[config.mk]
export PLATFORM = sky130hd
export DESIGN_NAME = ahb_lite_master_flat
export DESIGN_NICKNAME = d
export VERILOG_FILES = /design/src/rtl/ahb_lite_master_if.sv /design/src/rtl/ahb_lite_master.sv /design/src/flat_wrapper.sv
export SDC_FILE = /design/constraint.sdc
export NUM_CORES = 1
export LEC_CHECK = 0
export ABC_AREA = 1
export CAP_MARGIN = 5
export CORE_MARGIN = 3
export CORE_UTILIZATION = 48
export CTS_CLUSTER_DIAMETER = 150
export DETAILED_ROUTE_END_ITERATION = 8
export PLACE_DENSITY_LB_ADDON = 0.05
export SETUP_SLACK_MARGIN = 0.5
export SYNTH_ARGS = -nofsm -noshare
export SYNTH_HDL_FRONTEND = slang
export SYNTH_SLANG_ARGS = --single-unit
[constraint.sdc]
create_clock -name HCLK -period 2.8 [get_ports HCLK]
set_clock_uncertainty 0.15 [all_clocks]
set_input_delay 0.7 -clock HCLK [delete_from_list [all_inputs] [get_ports HCLK]]
set_output_delay 0.7 -clock HCLK [all_outputs]
set_load 0.02 [all_outputs]
[src/rtl/ahb_lite_master_if.sv]
// Signal bundle between the AHB-Lite master and its surroundings: command in, AHB bus, response out.
// master modport is the engine's view, slave modport is the view of whoever drives commands and the bridge.
interface ahb_lite_master_if #(
  parameter int ADDR_W = 7,
  parameter int DATA_W = 32,
  parameter int CNT_W  = 16
);
  logic              cmd_valid;
  logic              cmd_ready;
  logic              cmd_write;
  logic [ADDR_W-1:0] cmd_addr;
  logic [DATA_W-1:0] cmd_wdata;

  logic              HSEL;
  logic [ADDR_W-1:0] HADDR;
  logic              HWRITE;
  logic [DATA_W-1:0] HWDATA;
  logic              HREADY;
  logic [DATA_W-1:0] HRDATA;

  logic              rsp_valid;
  logic              rsp_write;
  logic [DATA_W-1:0] rsp_rdata;
  logic [CNT_W-1:0]  xfer_cnt;
  logic              err;

  modport master (
    input  cmd_valid, cmd_write, cmd_addr, cmd_wdata, HREADY, HRDATA,
    output cmd_ready, HSEL, HADDR, HWRITE, HWDATA,
           rsp_valid, rsp_write, rsp_rdata, xfer_cnt, err
  );

  modport slave (
    output cmd_valid, cmd_write, cmd_addr, cmd_wdata, HREADY, HRDATA,
    input  cmd_ready, HSEL, HADDR, HWRITE, HWDATA,
           rsp_valid, rsp_write, rsp_rdata, xfer_cnt, err
  );
endinterface

[src/rtl/ahb_lite_master.sv]
// Two-stage (address/data) pipelined AHB-Lite initiator with a command/response front end.
// Optional stall timeout with sticky err is enabled by defining TIMEOUT_EN.
module ahb_lite_master #(
  parameter int ADDR_W         = 7,
  parameter int DATA_W         = 32,
  parameter int CNT_W          = 16,
  parameter int TIMEOUT_CYCLES = 16
) (
  input  logic                HCLK,
  input  logic                RESET_n,
  ahb_lite_master_if.master   bus
);

  logic              a_valid;
  logic              a_write;
  logic [ADDR_W-1:0] a_addr;
  logic [DATA_W-1:0] a_wdata;

  logic              d_valid;
  logic              d_write;
  logic [DATA_W-1:0] hwdata_q;

  logic              rsp_valid_q;
  logic              rsp_write_q;
  logic [DATA_W-1:0] rsp_rdata_q;
  logic [CNT_W-1:0]  xfer_cnt_q;

  logic              accept;
  logic              complete;
  logic              flush;
  logic              err_q;

  assign bus.cmd_ready = bus.HREADY & ~err_q;
  assign accept        = bus.cmd_valid & bus.cmd_ready;
  assign complete      = bus.HREADY & d_valid;

  assign bus.HSEL      = a_valid;
  assign bus.HADDR     = a_addr;
  assign bus.HWRITE    = a_write;
  assign bus.HWDATA    = hwdata_q;
  assign bus.rsp_valid = rsp_valid_q;
  assign bus.rsp_write = rsp_write_q;
  assign bus.rsp_rdata = rsp_rdata_q;
  assign bus.xfer_cnt  = xfer_cnt_q;
  assign bus.err       = err_q;

`ifdef TIMEOUT_EN
  localparam int TO_W = $clog2(TIMEOUT_CYCLES + 1);

  logic [TO_W-1:0] stall_cnt;

  // The stall that would make the count reach TIMEOUT_CYCLES aborts the pipeline instead.
  assign flush = d_valid & ~bus.HREADY & (stall_cnt == TO_W'(TIMEOUT_CYCLES - 1));

  always_ff @(posedge HCLK or negedge RESET_n) begin
    if (!RESET_n) begin
      stall_cnt <= '0;
      err_q     <= 1'b0;
    end else begin
      if (bus.HREADY || flush) begin
        stall_cnt <= '0;
      end else if (d_valid) begin
        stall_cnt <= stall_cnt + 1'b1;
      end
      if (flush) begin
        err_q <= 1'b1;
      end
    end
  end
`else
  logic timeout_unused;

  assign flush          = 1'b0;
  assign err_q          = 1'b0;
  assign timeout_unused = |TIMEOUT_CYCLES;
`endif

  // Address phase: address/direction hold when idle so only HSEL signals validity.
  always_ff @(posedge HCLK or negedge RESET_n) begin
    if (!RESET_n) begin
      a_valid <= 1'b0;
      a_write <= 1'b0;
      a_addr  <= '0;
      a_wdata <= '0;
    end else if (flush) begin
      a_valid <= 1'b0;
    end else if (bus.HREADY) begin
      a_valid <= accept;
      if (accept) begin
        a_write <= bus.cmd_write;
        a_addr  <= bus.cmd_addr;
        a_wdata <= bus.cmd_wdata;
      end
    end
  end

  // HWDATA only changes when a write enters the data phase, so reads never expose stale-vs-new data.
  always_ff @(posedge HCLK or negedge RESET_n) begin
    if (!RESET_n) begin
      d_valid  <= 1'b0;
      d_write  <= 1'b0;
      hwdata_q <= '0;
    end else if (flush) begin
      d_valid <= 1'b0;
    end else if (bus.HREADY) begin
      d_valid <= a_valid;
      d_write <= a_write;
      if (a_valid && a_write) begin
        hwdata_q <= a_wdata;
      end
    end
  end

  always_ff @(posedge HCLK or negedge RESET_n) begin
    if (!RESET_n) begin
      rsp_valid_q <= 1'b0;
      rsp_write_q <= 1'b0;
      rsp_rdata_q <= '0;
      xfer_cnt_q  <= '0;
    end else begin
      rsp_valid_q <= complete;
      if (complete) begin
        rsp_write_q <= d_write;
        rsp_rdata_q <= d_write ? '0 : bus.HRDATA;
        xfer_cnt_q  <= xfer_cnt_q + 1'b1;
      end
    end
  end

endmodule

[src/flat_wrapper.sv]
// flat-port wrapper written by rule: the top's interface ports become plain ports
module ahb_lite_master_flat 
#(
  parameter int ADDR_W         = 7,
  parameter int DATA_W         = 32,
  parameter int CNT_W          = 16,
  parameter int TIMEOUT_CYCLES = 16
)
  (HCLK, RESET_n, bus_cmd_valid, bus_cmd_write, bus_cmd_addr, bus_cmd_wdata, bus_HREADY, bus_HRDATA, bus_cmd_ready, bus_HSEL, bus_HADDR, bus_HWRITE, bus_HWDATA, bus_rsp_valid, bus_rsp_write, bus_rsp_rdata, bus_xfer_cnt, bus_err);
  ahb_lite_master_if #(.ADDR_W(ADDR_W), .DATA_W(DATA_W), .CNT_W(CNT_W)) bus_i ();
  input  logic HCLK;
  input  logic RESET_n;
  input wire logic [$bits(bus_i.cmd_valid)-1:0] bus_cmd_valid;
  input wire logic [$bits(bus_i.cmd_write)-1:0] bus_cmd_write;
  input wire logic [$bits(bus_i.cmd_addr)-1:0] bus_cmd_addr;
  input wire logic [$bits(bus_i.cmd_wdata)-1:0] bus_cmd_wdata;
  input wire logic [$bits(bus_i.HREADY)-1:0] bus_HREADY;
  input wire logic [$bits(bus_i.HRDATA)-1:0] bus_HRDATA;
  output wire logic [$bits(bus_i.cmd_ready)-1:0] bus_cmd_ready;
  output wire logic [$bits(bus_i.HSEL)-1:0] bus_HSEL;
  output wire logic [$bits(bus_i.HADDR)-1:0] bus_HADDR;
  output wire logic [$bits(bus_i.HWRITE)-1:0] bus_HWRITE;
  output wire logic [$bits(bus_i.HWDATA)-1:0] bus_HWDATA;
  output wire logic [$bits(bus_i.rsp_valid)-1:0] bus_rsp_valid;
  output wire logic [$bits(bus_i.rsp_write)-1:0] bus_rsp_write;
  output wire logic [$bits(bus_i.rsp_rdata)-1:0] bus_rsp_rdata;
  output wire logic [$bits(bus_i.xfer_cnt)-1:0] bus_xfer_cnt;
  output wire logic [$bits(bus_i.err)-1:0] bus_err;
  assign bus_i.cmd_valid = bus_cmd_valid;
  assign bus_i.cmd_write = bus_cmd_write;
  assign bus_i.cmd_addr = bus_cmd_addr;
  assign bus_i.cmd_wdata = bus_cmd_wdata;
  assign bus_i.HREADY = bus_HREADY;
  assign bus_i.HRDATA = bus_HRDATA;
  assign bus_cmd_ready = bus_i.cmd_ready;
  assign bus_HSEL = bus_i.HSEL;
  assign bus_HADDR = bus_i.HADDR;
  assign bus_HWRITE = bus_i.HWRITE;
  assign bus_HWDATA = bus_i.HWDATA;
  assign bus_rsp_valid = bus_i.rsp_valid;
  assign bus_rsp_write = bus_i.rsp_write;
  assign bus_rsp_rdata = bus_i.rsp_rdata;
  assign bus_xfer_cnt = bus_i.xfer_cnt;
  assign bus_err = bus_i.err;
  ahb_lite_master #(.ADDR_W(ADDR_W), .DATA_W(DATA_W), .CNT_W(CNT_W), .TIMEOUT_CYCLES(TIMEOUT_CYCLES)) u_core (.HCLK(HCLK), .RESET_n(RESET_n), .bus(bus_i));
endmodule
## Yosys cells after proc, flatten, opt, wreduce, memory -nomap -nowiden

Cells that the tools add are included.

| cells by class | value |
|---|---|
| $add $sub $neg | 1 |
| mux-type cells | 1 |
| bitwise operators | 2 |
| reductions and logical operators | 3 |

Operators by type and width:

| cell | count |
|---|---|
| 32-bit 2-to-1 mux | 1 |
| 16-bit by 1-bit adder with 16-bit output (second input constant) | 1 |
| 2-bit AND reduction | 2 |
| 1-bit AND | 2 |
| 1-bit logical AND | 1 |

| word-level totals | value |
|---|---|
| bits in registers | 125 |
| input bits | 76 |
| output and inout bits | 93 |

## Longest topological paths before layout

Gate-level depths: netlist of the first run.

| depth | value |
|---|---|
| word-level depth | 2 |
| mapped depth | 9 |
| mapped depth without buffers | 8 |

## Worst setup path after synthesis of the first run

No wires, ideal clock.

| timing path | value |
|---|---|
| path type | in2reg |
| start point | in bus_HREADY |
| end point | reg u_core.a_addr[4], in the netlist u_core.bus.HADDR[4] |
| setup time | 125 ps |
| arrival | 1,469 ps |
| data required time | 2,525 ps |
| path slack | 1,056 ps |
| stages | 4 |
| path through | buf_4 -> nand2_4 -> buf_2 -> mux2_2 |

| on the way | value |
|---|---|
| cells in the longest elaborated chain, start to end | 2 |

Ends and longest elaborated chain:

| what | RTL line | text |
|---|---|---|
| from (decl) | flat_wrapper.sv:17 | `input wire logic [$bits(bus_i.HREADY)-1:0] bus_HREADY;` |
| 1-bit AND | ahb_lite_master.sv:34 | `assign accept = bus.cmd_valid & bus.cmd_ready;` |
| 2-bit AND reduction (no line) * | n/a |  |
| to (signal assigned) | ahb_lite_master.sv:91 | `a_addr <= bus.cmd_addr;` |
| to (decl) | ahb_lite_master.sv:16 | `logic [ADDR_W-1:0] a_addr;` |

Mark *: on every way between the ends. The rest lies on a longest branch, timed or not.
A chain may end at the register's enable or synchronous reset.

## Worst setup path in the final report of the first run

| timing path | value |
|---|---|
| start point | in bus_HREADY |
| end point | out bus_cmd_ready |

RTL lines:

| what | RTL line | text |
|---|---|---|
| to (decl) | flat_wrapper.sv:19 | `output wire logic [$bits(bus_i.cmd_ready)-1:0] bus_cmd_ready;` |

No word-level cell between the ends.

==> qor.txt, run 1 <==
Status: finished clean
Number of warnings issued by yosys: 0
Share of flip-flops with an asynchronous set or reset: 100%
Final critical delay including setup and external delays: 2210 ps
Layout overhead on the synthesized area: 47.8%
Worst stage delay on the critical path: 490 ps
Total power: 6.11 mW
Data required, critical path: 1950 ps
Leakage dissipation: 3.62 nW
Routed Wire Length: 11.6 mm
WHS: 5.39 ps
Sequential area share after synthesis: 64.9%
Iteration-0 DRC count of the detailed router: 170
Pin count of the biggest net entering global routing: 49
Class of the tightest hold or removal check: in2async
DRC viols: 0
Master of the slowest instance on the critical path: sky130_fd_sc_hd__clkdlybuf4s50_1
Number of antenna violations at the first check in global routing: 0
Die Ht: 106 um
Setup-violating endpoint count in the final report: 0
Cell area after synthesis: 4820 um^2
Post-Syn Instances: 449
# nets final: 698
Startpoint kind of the worst setup timing path: primary input
Ys flop type: sky130_fd_sc_hd__dfrtp_1
Critical Path Start: bus_HREADY
Number of global-route vias before repair: 3904
Placed cell area: 6650 um^2
Clock latency at the later pin of the worst-skew pair: 510 ps
Buffer levels on the longest clock path: 2
Average routed wire per standard cell: 15.2 um
Sum of met3 wire segment lengths after detailed routing: 725 um
Total power divided by cell area: 858 nW/um^2
Number of rows in the core area: 35
Post-synthesis register bit count: 125
Gpl congestion: 0.800
Setup TNS Final: 0 ps
Core Region: 9500 um^2
Post-route cell area: 7120 um^2
Global Route Usage Sum: 21.6%
Routed met1 length: 4.84 mm
Number of synthesized flops with an enable pin: 0
Via density per instance: 4.92
Met2 routed wirelength: 5.82 mm
Clock-pin slew of the registers on the worst-case setup and hold paths: 60 ps
Endpoint kind of the worst setup timing path: output port
Initial Utilization: 50.7%
F_max: 452 MHz
IO Port Bufs: 167
Iteration count of the initial detailed-routing pass: 4
Clk sink count: 125
H-Tree Level Count: 4
Ordered cell list for the critical path: clkdlybuf4s50_1, clkbuf_2
Number of nets still failing antenna checks after routing: 0
Count of buffer and inverter cells on the critical path: 2
Total vias in the final route: 3754
Mean instance size in the synthesized netlist: 10.7 um^2
Root Buffer Master: sky130_fd_sc_hd__clkbuf_8
Synthesized netlist net count: 526
Type of the worst setup path: in2out
Total overflow reported by the global router: 0
Arrival time at the worst endpoint: 1360 ps
Number of antenna diodes: 0
Clock tree from TritonCTS: done
Post-CTS Hold Buffers: 0
Die area: 11300 um^2
DR top layer: met4
Number of max-slew violations in the final report: 0
DIE WIDTH: 106 um
Hpwl dp: 8.02 mm
Total count of hold-check failures in the final report: 0
Peak ir drop on the vdd network: 0.000516 V
Startpoint of the lowest-slack register-to-register path: u_core.bus.xfer_cnt[1]$_DFFE_PN0P_
Unrepaired setup endpoints after global routing: false
Max-cap violations: 0
Yosys cell types: 24
Layout cells sized above 1: 9.62%
Top fanout value on the critical path: 2
# IOs: 169
Critical path's top delay family: buffers and inverters
Share of the cycle needed by the critical path after routing: 79.0%
Total CTS buffers: 17
Global-route wire length before repair: 19.1 mm
## layout by cell type, fill, tap and decap left out, types with 6 or more instances in the layout
cell / Yosys / layout
sky130_fd_sc_hd__o21ai_0: 33 / 33
sky130_fd_sc_hd__dfrtp_1: 125 / 125
sky130_fd_sc_hd__xor2_1: 6 / 6
sky130_fd_sc_hd__a22o_1: 32 / 32
sky130_fd_sc_hd__buf_4: 3 / 6
sky130_fd_sc_hd__nor2_1: 51 / 51
sky130_fd_sc_hd__nand3_1: 8 / 8
sky130_fd_sc_hd__mux2_2: 10 / 10
sky130_fd_sc_hd__dlygate4sd2_1: 0 / 91
sky130_fd_sc_hd__clkdlybuf4s50_1: 0 / 74
sky130_fd_sc_hd__nand2_1: 62 / 62
sky130_fd_sc_hd__clkbuf_16: 0 / 16
sky130_fd_sc_hd__inv_1: 48 / 48
sky130_fd_sc_hd__a21oi_1: 32 / 32
## layout make-up
class                           instances  area [um^2]
Multi-Input combinational cell        253         1390
Clock buffer                           20          455
Sequential cell                       125         3130
Inverter                               48          180
Timing Repair Buffer                  176         1670
Clock inverter                         12          136
Tap cell                              129          161
Fill cell                             724         2380
## per-stage QoR
step	utilization [%]	setup WS [ps]	cells
final	75.0	588	763
after global routing	75.0	557	763
after CTS	75.0	426	763
after detailed placement	70.0	156	731
after global placement	70.0	163	731
after floorplan	-	1060	449
## path summary, 6_finish.rpt
kind | endpoint | slack, ps | depth (start not counted)
max | bus_cmd_ready | 590 | 2
min | u_core.bus.xfer_cnt[6]$_DFFE_PN0P_ | 5 | 1
max reg2reg | u_core.bus.xfer_cnt[14]$_DFFE_PN0P_ | 1280 | 8
min reg2reg | u_core.bus.HWDATA[30]$_DFFE_PN0P_ | 330 | 2
max in group asynchronous | u_core.bus.HADDR[4]$_DFFE_PN0P_ | 1880 | 2
min in group HCLK | u_core.bus.HWDATA[30]$_DFFE_PN0P_ | 330 | 2
## Yosys cell counts, types with 2 or more instances
cell type	number	share of area (%)
sky130_fd_sc_hd__nand4_1	4	0.52
sky130_fd_sc_hd__xnor2_1	4	0.73
sky130_fd_sc_hd__buf_2	11	1.1
sky130_fd_sc_hd__buf_4	3	0.47
sky130_fd_sc_hd__nand2_1	62	4.8
sky130_fd_sc_hd__a21oi_1	32	3.3
sky130_fd_sc_hd__nor2_2	3	0.39
sky130_fd_sc_hd__nor2_1	51	4.0
sky130_fd_sc_hd__clkbuf_1	8	0.62
sky130_fd_sc_hd__mux2_2	10	2.3
sky130_fd_sc_hd__xor2_1	6	1.1
sky130_fd_sc_hd__inv_1	48	3.7
sky130_fd_sc_hd__o21ai_0	33	3.4
sky130_fd_sc_hd__a22o_1	32	5.8
sky130_fd_sc_hd__nand2_4	2	0.47
sky130_fd_sc_hd__dfrtp_1	125	65
sky130_fd_sc_hd__nand3_1	8	0.83
## power by group
part	switching (mW)	internal, mW	total (mW)
clock	0.791	1.34	2.13
sequential	0.224	2.20	2.43
combinational	0.901	0.650	1.55
## metal layers
metal | vias to the layer above | GRT usage, %
li1 | 1806 | -
met3 | 18 | 5.71
met4 | 0 | 8.70
met5 | - | 0
met2 | 116 | 36.6
met1 | 1814 | 26.2
## logic make-up after synthesis
| logic type | after synthesis | share of synthesized area [%] |
|---|---|---|
| adders and majority gates | 1 | 0.259 |
| muxes | 10 | 2.34 |
| DFF | 125 | 64.9 |
| buffers and inverters | 71 | 6.20 |
| other | 1 | 0.0778 |
| xor gates and xnor gates | 10 | 1.82 |
| and+or+nand+nor | 134 | 11.9 |
| AOI/OAI and AO/OA | 97 | 12.6 |
## state kept, by name (all words and copies together), names as in the netlist
register              count
u_core.bus.HADDR          7
u_core.bus.HWRITE         1
u_core.bus.rsp_valid      1
u_core.bus.xfer_cnt      16
u_core.bus.rsp_write      1
u_core.d_valid            1
u_core.bus.HWDATA        32
u_core.a_wdata           32
u_core.d_write            1
u_core.bus.rsp_rdata     32
u_core.bus.HSEL           1
## timing repair
item	in CTS	in global routing
setup buffers	0	0
gates cloned	0	0
setup endpoints to repair	92	1
gates resized for setup	92	2
Power figures use the tool's default switching activity.
==> inputs of run 2 (changes only) <==
- CORE_UTILIZATION: 48 -> 45
- clock period: 2.8 -> 2.1 ns (I/O delays scaled with it)
==> run 2 against run 1 <==
  * Clock-buffer cell count rose by 3
  * Flip-flop and latch count did not move
  * First-iteration DRC count rose by 18%
  * Via count rose by 8.8%
==> qor.txt, run 2 (synthesis gave the netlist of run 1 again) <==
Status: finished clean
Class of the tightest hold or removal check: reg2reg
Critical Path Start: u_core.bus.xfer_cnt[13]$_DFFE_PN0P_
Iteration count of the initial detailed-routing pass: 5 (+1)
Total CTS buffers: 17 (unchanged)
Number of antenna diodes: 0 (unchanged)
DRC viols: 0 (unchanged)
Total power divided by cell area: 1170 nW/um^2 (+36%)
F_max: 576 MHz
Number of global-route vias before repair: 3919 (+0.38%)
# IOs: 169 (unchanged)
Layout cells sized above 1: 33.2% (+24 points)
IO Port Bufs: 167 (unchanged)
Setup-violating endpoint count in the final report: 0 (unchanged)
Placed cell area: 6710 um^2 (+0.88%)
Die Ht: 110 um (+3.1%)
Seq. cell area: 3130 um^2 (about the same)
Type of the worst setup path: reg2out
Core Region: 10400 um^2 (+9.1%)
Top fanout value on the critical path: 3 (+1)
Endpoint kind of the worst setup timing path: output port
Unrepaired setup endpoints after global routing: true
Total overflow reported by the global router: 0 (unchanged)
H-Tree Level Count: 4 (unchanged)
Via density per instance: 4.79 (-2.5%)
WP depth: 1 (-1)
Clk sink count: 125 (unchanged)
Share of the cycle needed by the critical path after routing: 82.7%
Number of rows in the core area: 37 (+5.7%)
Ordered cell list for the critical path: buf_6
Most frequent cells in the layout: 124 x sky130_fd_sc_hd__dfrtp_1, 92 x sky130_fd_sc_hd__buf_6, 88 x sky130_fd_sc_hd__buf_4, 73 x sky130_fd_sc_hd__clkdlybuf4s50_1, 62 x sky130_fd_sc_hd__nand2_1
Filler instances: 678 (-6.4%)
Total count of hold-check failures in the final report: 0 (unchanged)
R2R depth: 7 (-1)
Critical path's top delay family: flip-flops
Buffer levels on the longest clock path: 2 (unchanged)
Startpoint of the lowest-slack register-to-register path: u_core.bus.xfer_cnt[10]$_DFFE_PN0P_
Worst r2r dst: u_core.bus.xfer_cnt[15]$_DFFE_PN0P_
Die area: 12000 um^2 (+6.3%)
Master of the slowest instance on the critical path: sky130_fd_sc_hd__dfrtp_2
Worst stage delay on the critical path: 420 ps (-70 ps)
Startpoint kind of the worst setup timing path: flip-flop
Global Route Usage Sum: 20.6% (-0.94 points)
Count of buffer and inverter cells on the critical path: 1 (-1)
Clock latency at the later pin of the worst-skew pair: 510 ps (about the same)
Total vias in the final route: 4085 (+8.8%)
Number of max-slew violations in the final report: 0 (unchanged)
Average routed wire per standard cell: 14.6 um (-3.6%)
Leakage dissipation: 4.05 nW (+12%)
Data required, critical path: 1420 ps (-530 ps)
Clock tree from TritonCTS: done
Routed Wire Length: 12.5 mm (+7.6%)
Number of antenna violations at the first check in global routing: 0 (unchanged)
Peak ir drop on the vdd network: 0.000647 V (+25%)
Pin count of the biggest net entering global routing: 73 (+49%)
Arrival time at the worst endpoint: 1060 ps (-300 ps)
Clock-pin slew of the registers on the worst-case setup and hold paths: 60 ps (about the same)
Post-route cell area: 8070 um^2 (+13%)
Gpl congestion: 0.799 (about the same)
Most common cell after layout, fill and taps aside: sky130_fd_sc_hd__dfrtp_1
Layout overhead on the synthesized area: 67.4%
Iteration-0 DRC count of the detailed router: 200 (+18%)
Critical path endpoint: bus_xfer_cnt[13]
Initial Utilization: 46.5% (-4.2 points)
Total power: 9.43 mW (+54%)
DIE WIDTH: 110 um (+3.1%)
# nets final: 782 (+12%)
Final critical delay including setup and external delays: 1740 ps
Global-route wire length before repair: 18.9 mm (-1.2%)
Slack of the worst reg-to-reg path: 580 ps (-700 ps)
Root Buffer Master: sky130_fd_sc_hd__clkbuf_8
WHS: 354 ps (+349 ps)
Max-cap violations: 0 (unchanged)
Area of combinational cells with multiple inputs: 1430 um^2 (+2.5%)
Number of nets still failing antenna checks after routing: 0 (unchanged)
Util after Layout: 77.8% (+2.8 points)
Setup TNS Final: 0 ps (unchanged)
Hpwl dp: 7.82 mm (-2.5%)
-- run 2: cell count changes in the layout (fill, tap and decap cells not counted), sizes merged, moves of 2 or more --
cell         change
clkbuf           +2
bufinv           +2
clkinv           -2
inv              -2
buf            +175
dlygate4sd2     -91
clkinvlp         -3
-- run 2: per-layer routing --
layer	vias up	routed length [um]	track usage [%]
met2	126	6320	33.1
met3	25	890	7.99
li1	1966	-	-
met1	1968	4980	25.4
met5	-	0	0
met4	0	273	7.57
-- run 2: where the power goes --
part           switching, mW  internal, mW
Sequential             0.351          2.94
Combinational           1.39          1.73
Clock                  0.982          2.03
Total                   2.73          6.70
-- run 2: worst min path at each step --
stage / to / start / cells after the start
CTS: u_core.bus.HWDATA[15]$_DFFE_PN0P_ / u_core.bus.HWDATA[15]$_DFFE_PN0P_ / 2
global route: u_core.a_wdata[4]$_DFFE_PN0P_ / u_core.a_wdata[4]$_DFFE_PN0P_ / 2
finish: u_core.bus.HWDATA[31]$_DFFE_PN0P_ / u_core.bus.HWDATA[31]$_DFFE_PN0P_ / 2
global placement: u_core.bus.HWDATA[22]$_DFFE_PN0P_ / u_core.bus.HWDATA[22]$_DFFE_PN0P_ / 2
floorplan: u_core.a_wdata[0]$_DFFE_PN0P_ / RESET_n / 0
detailed placement: u_core.bus.HWDATA[15]$_DFFE_PN0P_ / u_core.bus.HWDATA[15]$_DFFE_PN0P_ / 2
-- run 2: timing repair --
| item | in CTS | in global routing |
|---|---|---|
| hold buffers | 1 | 0 |
| gates resized for setup | 553 | 10 |
| buffers inserted | 46 | 32 |
| endpoints found under the hold margin | 125 | 0 |
| setup endpoints to repair | 93 | 98 |
| pin swaps | 0 | 2 |
-- run 2: area by class of cell --
| cell class | count | area share, % |
|---|---|---|
| sequential | 125 | 38.8 |
| clock inverter | 7 | 1.67 |
| tap | 136 | 2.11 |
| timing repair buffer | 260 | 31.6 |
| clock buffer | 23 | 5.91 |
| inverter | 48 | 2.23 |
| multi-input combinational | 253 | 17.7 |
-- run 2: worst register-to-register path, stage by stage, from the launching register on --
cell,delay (ps)
sky130_fd_sc_hd__dfrtp_1,360
sky130_fd_sc_hd__buf_4,110
sky130_fd_sc_hd__buf_4,110
sky130_fd_sc_hd__nand2_1,90
sky130_fd_sc_hd__nor2_4,170
sky130_fd_sc_hd__nand3_1,150
sky130_fd_sc_hd__nor3_2,170
sky130_fd_sc_hd__nor2_1,80
-- run 2: metrics by stage --
stage,setup slack [ps],cells
after floorplan,531,449
after global placement,-215,743
after detailed placement,-229,743
after CTS,320,820
after global routing,311,852
final,363,852
==> inputs of run 3 (changes only) <==
- clock period: 2.1 -> 1.6 ns (I/O delays scaled with it)
==> run 3 against run 2 <==
  * Routed wire length increased by 55%
  * Cell count rose by 4.7%
  * Critical path type unchanged
  * Largest power group is now combinational logic
  * Via count up 16%
  * Clock power up 36%
  * Core utilization grew 13 points
  * First-iteration DRC count up 9.5%
  * Die area unchanged
  * Critical path depth unchanged
  * The flow now finishes with violations (setup timing)
  * Setup slack got worse by 430 ps
  * Sequential power up 35%
==> qor.txt, run 3 (synthesis gave the netlist of run 1 again) <==
Status: finished with violations
Violations in the final reports: setup timing
Filler instances: 376 (-45%)
Core Region: 10400 um^2 (unchanged)
Gpl congestion: 0.775 (-3.0%)
Hold path startpoint: bus_HREADY
Post-route cell area: 9400 um^2 (+16%)
Global-route wire length before repair: 23.8 mm (+26%)
Count of buffer and inverter cells on the critical path: 1 (unchanged)
Peak ir drop on the vdd network: 0.00107 V (+65%)
Critical path's top delay family: flip-flops
Via density per instance: 5.30 (+11%)
Arrival time at the worst endpoint: 1120 ps (+60 ps)
Worst stage delay on the critical path: 440 ps (+20 ps)
Die area: 12000 um^2 (unchanged)
Ordered cell list for the critical path: buf_6
Total power divided by cell area: 1480 nW/um^2 (+27%)
Placed cell area: 7080 um^2 (+5.6%)
Clock tree from TritonCTS: done
Max-cap violations: 0 (unchanged)
Number of antenna diodes: 0 (unchanged)
Number of antenna violations at the first check in global routing: 0 (unchanged)
Layout cells sized above 1: 53.3% (+20 points)
Final instance count without filler cells: 892 (+4.7%)
Iteration count of the initial detailed-routing pass: 5 (unchanged)
F_max: 599 MHz
# nets final: 820 (+4.9%)
R2R depth: 10 (+3)
Buffer levels on the longest clock path: 2 (unchanged)
Endpoint kind of the worst setup timing path: output port
Top fanout value on the critical path: 3 (unchanged)
Routed met1 length: 6.95 mm (+40%)
Final critical delay including setup and external delays: 1670 ps
DIE WIDTH: 110 um (unchanged)
Root Buffer Master: sky130_fd_sc_hd__clkbuf_8
Most common cell after layout, fill and taps aside: sky130_fd_sc_hd__buf_6
Die Ht: 110 um (unchanged)
Clock latency at the later pin of the worst-skew pair: 530 ps (+20 ps)
Most frequent cells in the layout: 116 x sky130_fd_sc_hd__buf_6, 112 x sky130_fd_sc_hd__dfrtp_1, 79 x sky130_fd_sc_hd__buf_4, 72 x sky130_fd_sc_hd__clkdlybuf4s50_1
Placed cell count: 767 (+3.2%)
Data required, critical path: 1050 ps (-370 ps)
Iteration-0 DRC count of the detailed router: 219 (+9.5%)
Clk sink count: 125 (unchanged)
DRC viols: 0 (unchanged)
Average routed wire per standard cell: 21.7 um (+48%)
DR top layer: met4
Initial Utilization: 46.5% (unchanged)
Routed Wire Length: 19.3 mm (+55%)
Met2 routed wirelength: 10.3 mm (+64%)
Total count of hold-check failures in the final report: 0 (unchanged)
IO Port Bufs: 167 (unchanged)
WP depth: 1 (unchanged)
Number of rows in the core area: 37 (unchanged)
Critical path endpoint: bus_xfer_cnt[14]
Master of the slowest instance on the critical path: sky130_fd_sc_hd__dfrtp_1
Pin count of the biggest net entering global routing: 89 (+22%)
Number of max-slew violations in the final report: 0 (unchanged)
Critical Path Start: u_core.bus.xfer_cnt[14]$_DFFE_PN0P_
Setup-violating endpoint count in the final report: 84 (+84)
Global Route Usage Sum: 26.5% (+5.9 points)
Share of the cycle needed by the critical path after routing: 104%
Layout overhead on the synthesized area: 94.9%
Hpwl dp: 8.41 mm (+7.5%)
Unrepaired setup endpoints after global routing: true
Startpoint of the lowest-slack register-to-register path: u_core.bus.xfer_cnt[1]$_DFFE_PN0P_
Sum of met3 wire segment lengths after detailed routing: 1.39 mm (+56%)
Total overflow reported by the global router: 0 (unchanged)
Startpoint kind of the worst setup timing path: flip-flop
Type of the worst setup path: reg2out
Leakage dissipation: 4.55 nW (+12%)
Worst r2r dst: u_core.bus.xfer_cnt[14]$_DFFE_PN0P_
Number of nets still failing antenna checks after routing: 0 (unchanged)
Min setup slack post-route: -69.8 ps (-433 ps)
Total vias in the final route: 4731 (+16%)
Total CTS buffers: 17 (unchanged)
# IOs: 169 (unchanged)
Class of the tightest hold or removal check: in2reg
Slack of the worst reg-to-reg path: -50 ps (-630 ps)
Clock-pin slew of the registers on the worst-case setup and hold paths: 60 ps (about the same)
Number of global-route vias before repair: 4566 (+17%)
H-Tree Level Count: 4 (unchanged)
[run 3: cell count changes in the layout (fill, tap and decap cells not counted), sizes merged]
cell	before	now
clkdlybuf4s15	1	0
inv	48	50
clkinvlp	0	4
clkbuf	23	19
nand3	9	10
clkinv	3	4
nand2	65	66
buf	185	222
clkdlybuf4s50	73	72
[run 3: cell type report]
type / instances / area [um^2] / area share (%)
Timing Repair Buffer: 296 / 3240 / 34.5
Sequential cell: 125 / 3140 / 33.5
Multi-Input combinational cell: 255 / 2040 / 21.7
Clock buffer: 18 / 428 / 4.55
Clock inverter: 14 / 191 / 2.04
Inverter: 48 / 185 / 1.97
Tap cell: 136 / 170 / 1.81
[run 3: where the power goes]
part	internal (mW)	switching, mW
clock	2.58	1.55
combinational	2.87	2.50
sequential	3.87	0.576
total	9.31	4.62
[run 3: worst min path at each step]
stage	endpoint	slack (ps)	cells after the start
global placement	u_core.bus.HWDATA[10]$_DFFE_PN0P_	320	2
floorplan	u_core.a_wdata[0]$_DFFE_PN0P_	-50	0
detailed placement	u_core.bus.HWDATA[10]$_DFFE_PN0P_	320	2
finish	u_core.bus.HSEL$_DFFE_PN0P_	240	3
CTS	u_core.bus.HSEL$_DFFE_PN0P_	200	3
global route	u_core.bus.HSEL$_DFFE_PN0P_	250	3
[run 3: per-layer routing]
layer | vias up | global-route usage [%]
met4 | 0 | 10.6
met1 | 2374 | 30.9
met2 | 239 | 45.9
met5 | - | 0
li1 | 2061 | -
met3 | 57 | 7.52
[run 3: through the flow]
stage	TNS (ps)	setup slack (ps)	hold slack [ps]	power (mW)	util, %
2_1_floorplan	0	255	-45.6	5.97	-
3_3_place_gp	-33320	-427	315	7.71	68.3
3_5_place_dp	-35270	-432	322	7.81	68.3
4_1_cts	-1320	-48.0	204	12.9	85.3
5_1_grt	-4330	-110	247	14.4	90.6
6_report	-1770	-69.8	239	13.9	90.6
[run 3: worst register-to-register path, delay by kind of cell (launching register included)]
kind / cells / cell delay [ps]
adders and majority gates: 1 / 160
and+or+nand+nor: 6 / 550
buffers and inverters: 3 / 280
DFF: 1 / 400
[run 3: repair_timing]
| item | 4_1_cts | 5_1_grt |
|---|---|---|
| hold buffers | 1 | 0 |
| cloned | 15 | 0 |
| setup endpoints to repair | 217 | 191 |
| resized for setup | 694 | 72 |
| setup buffers | 41 | 36 |
| endpoints found under the hold margin | 125 | 0 |
| pin swaps | 20 | 23 |
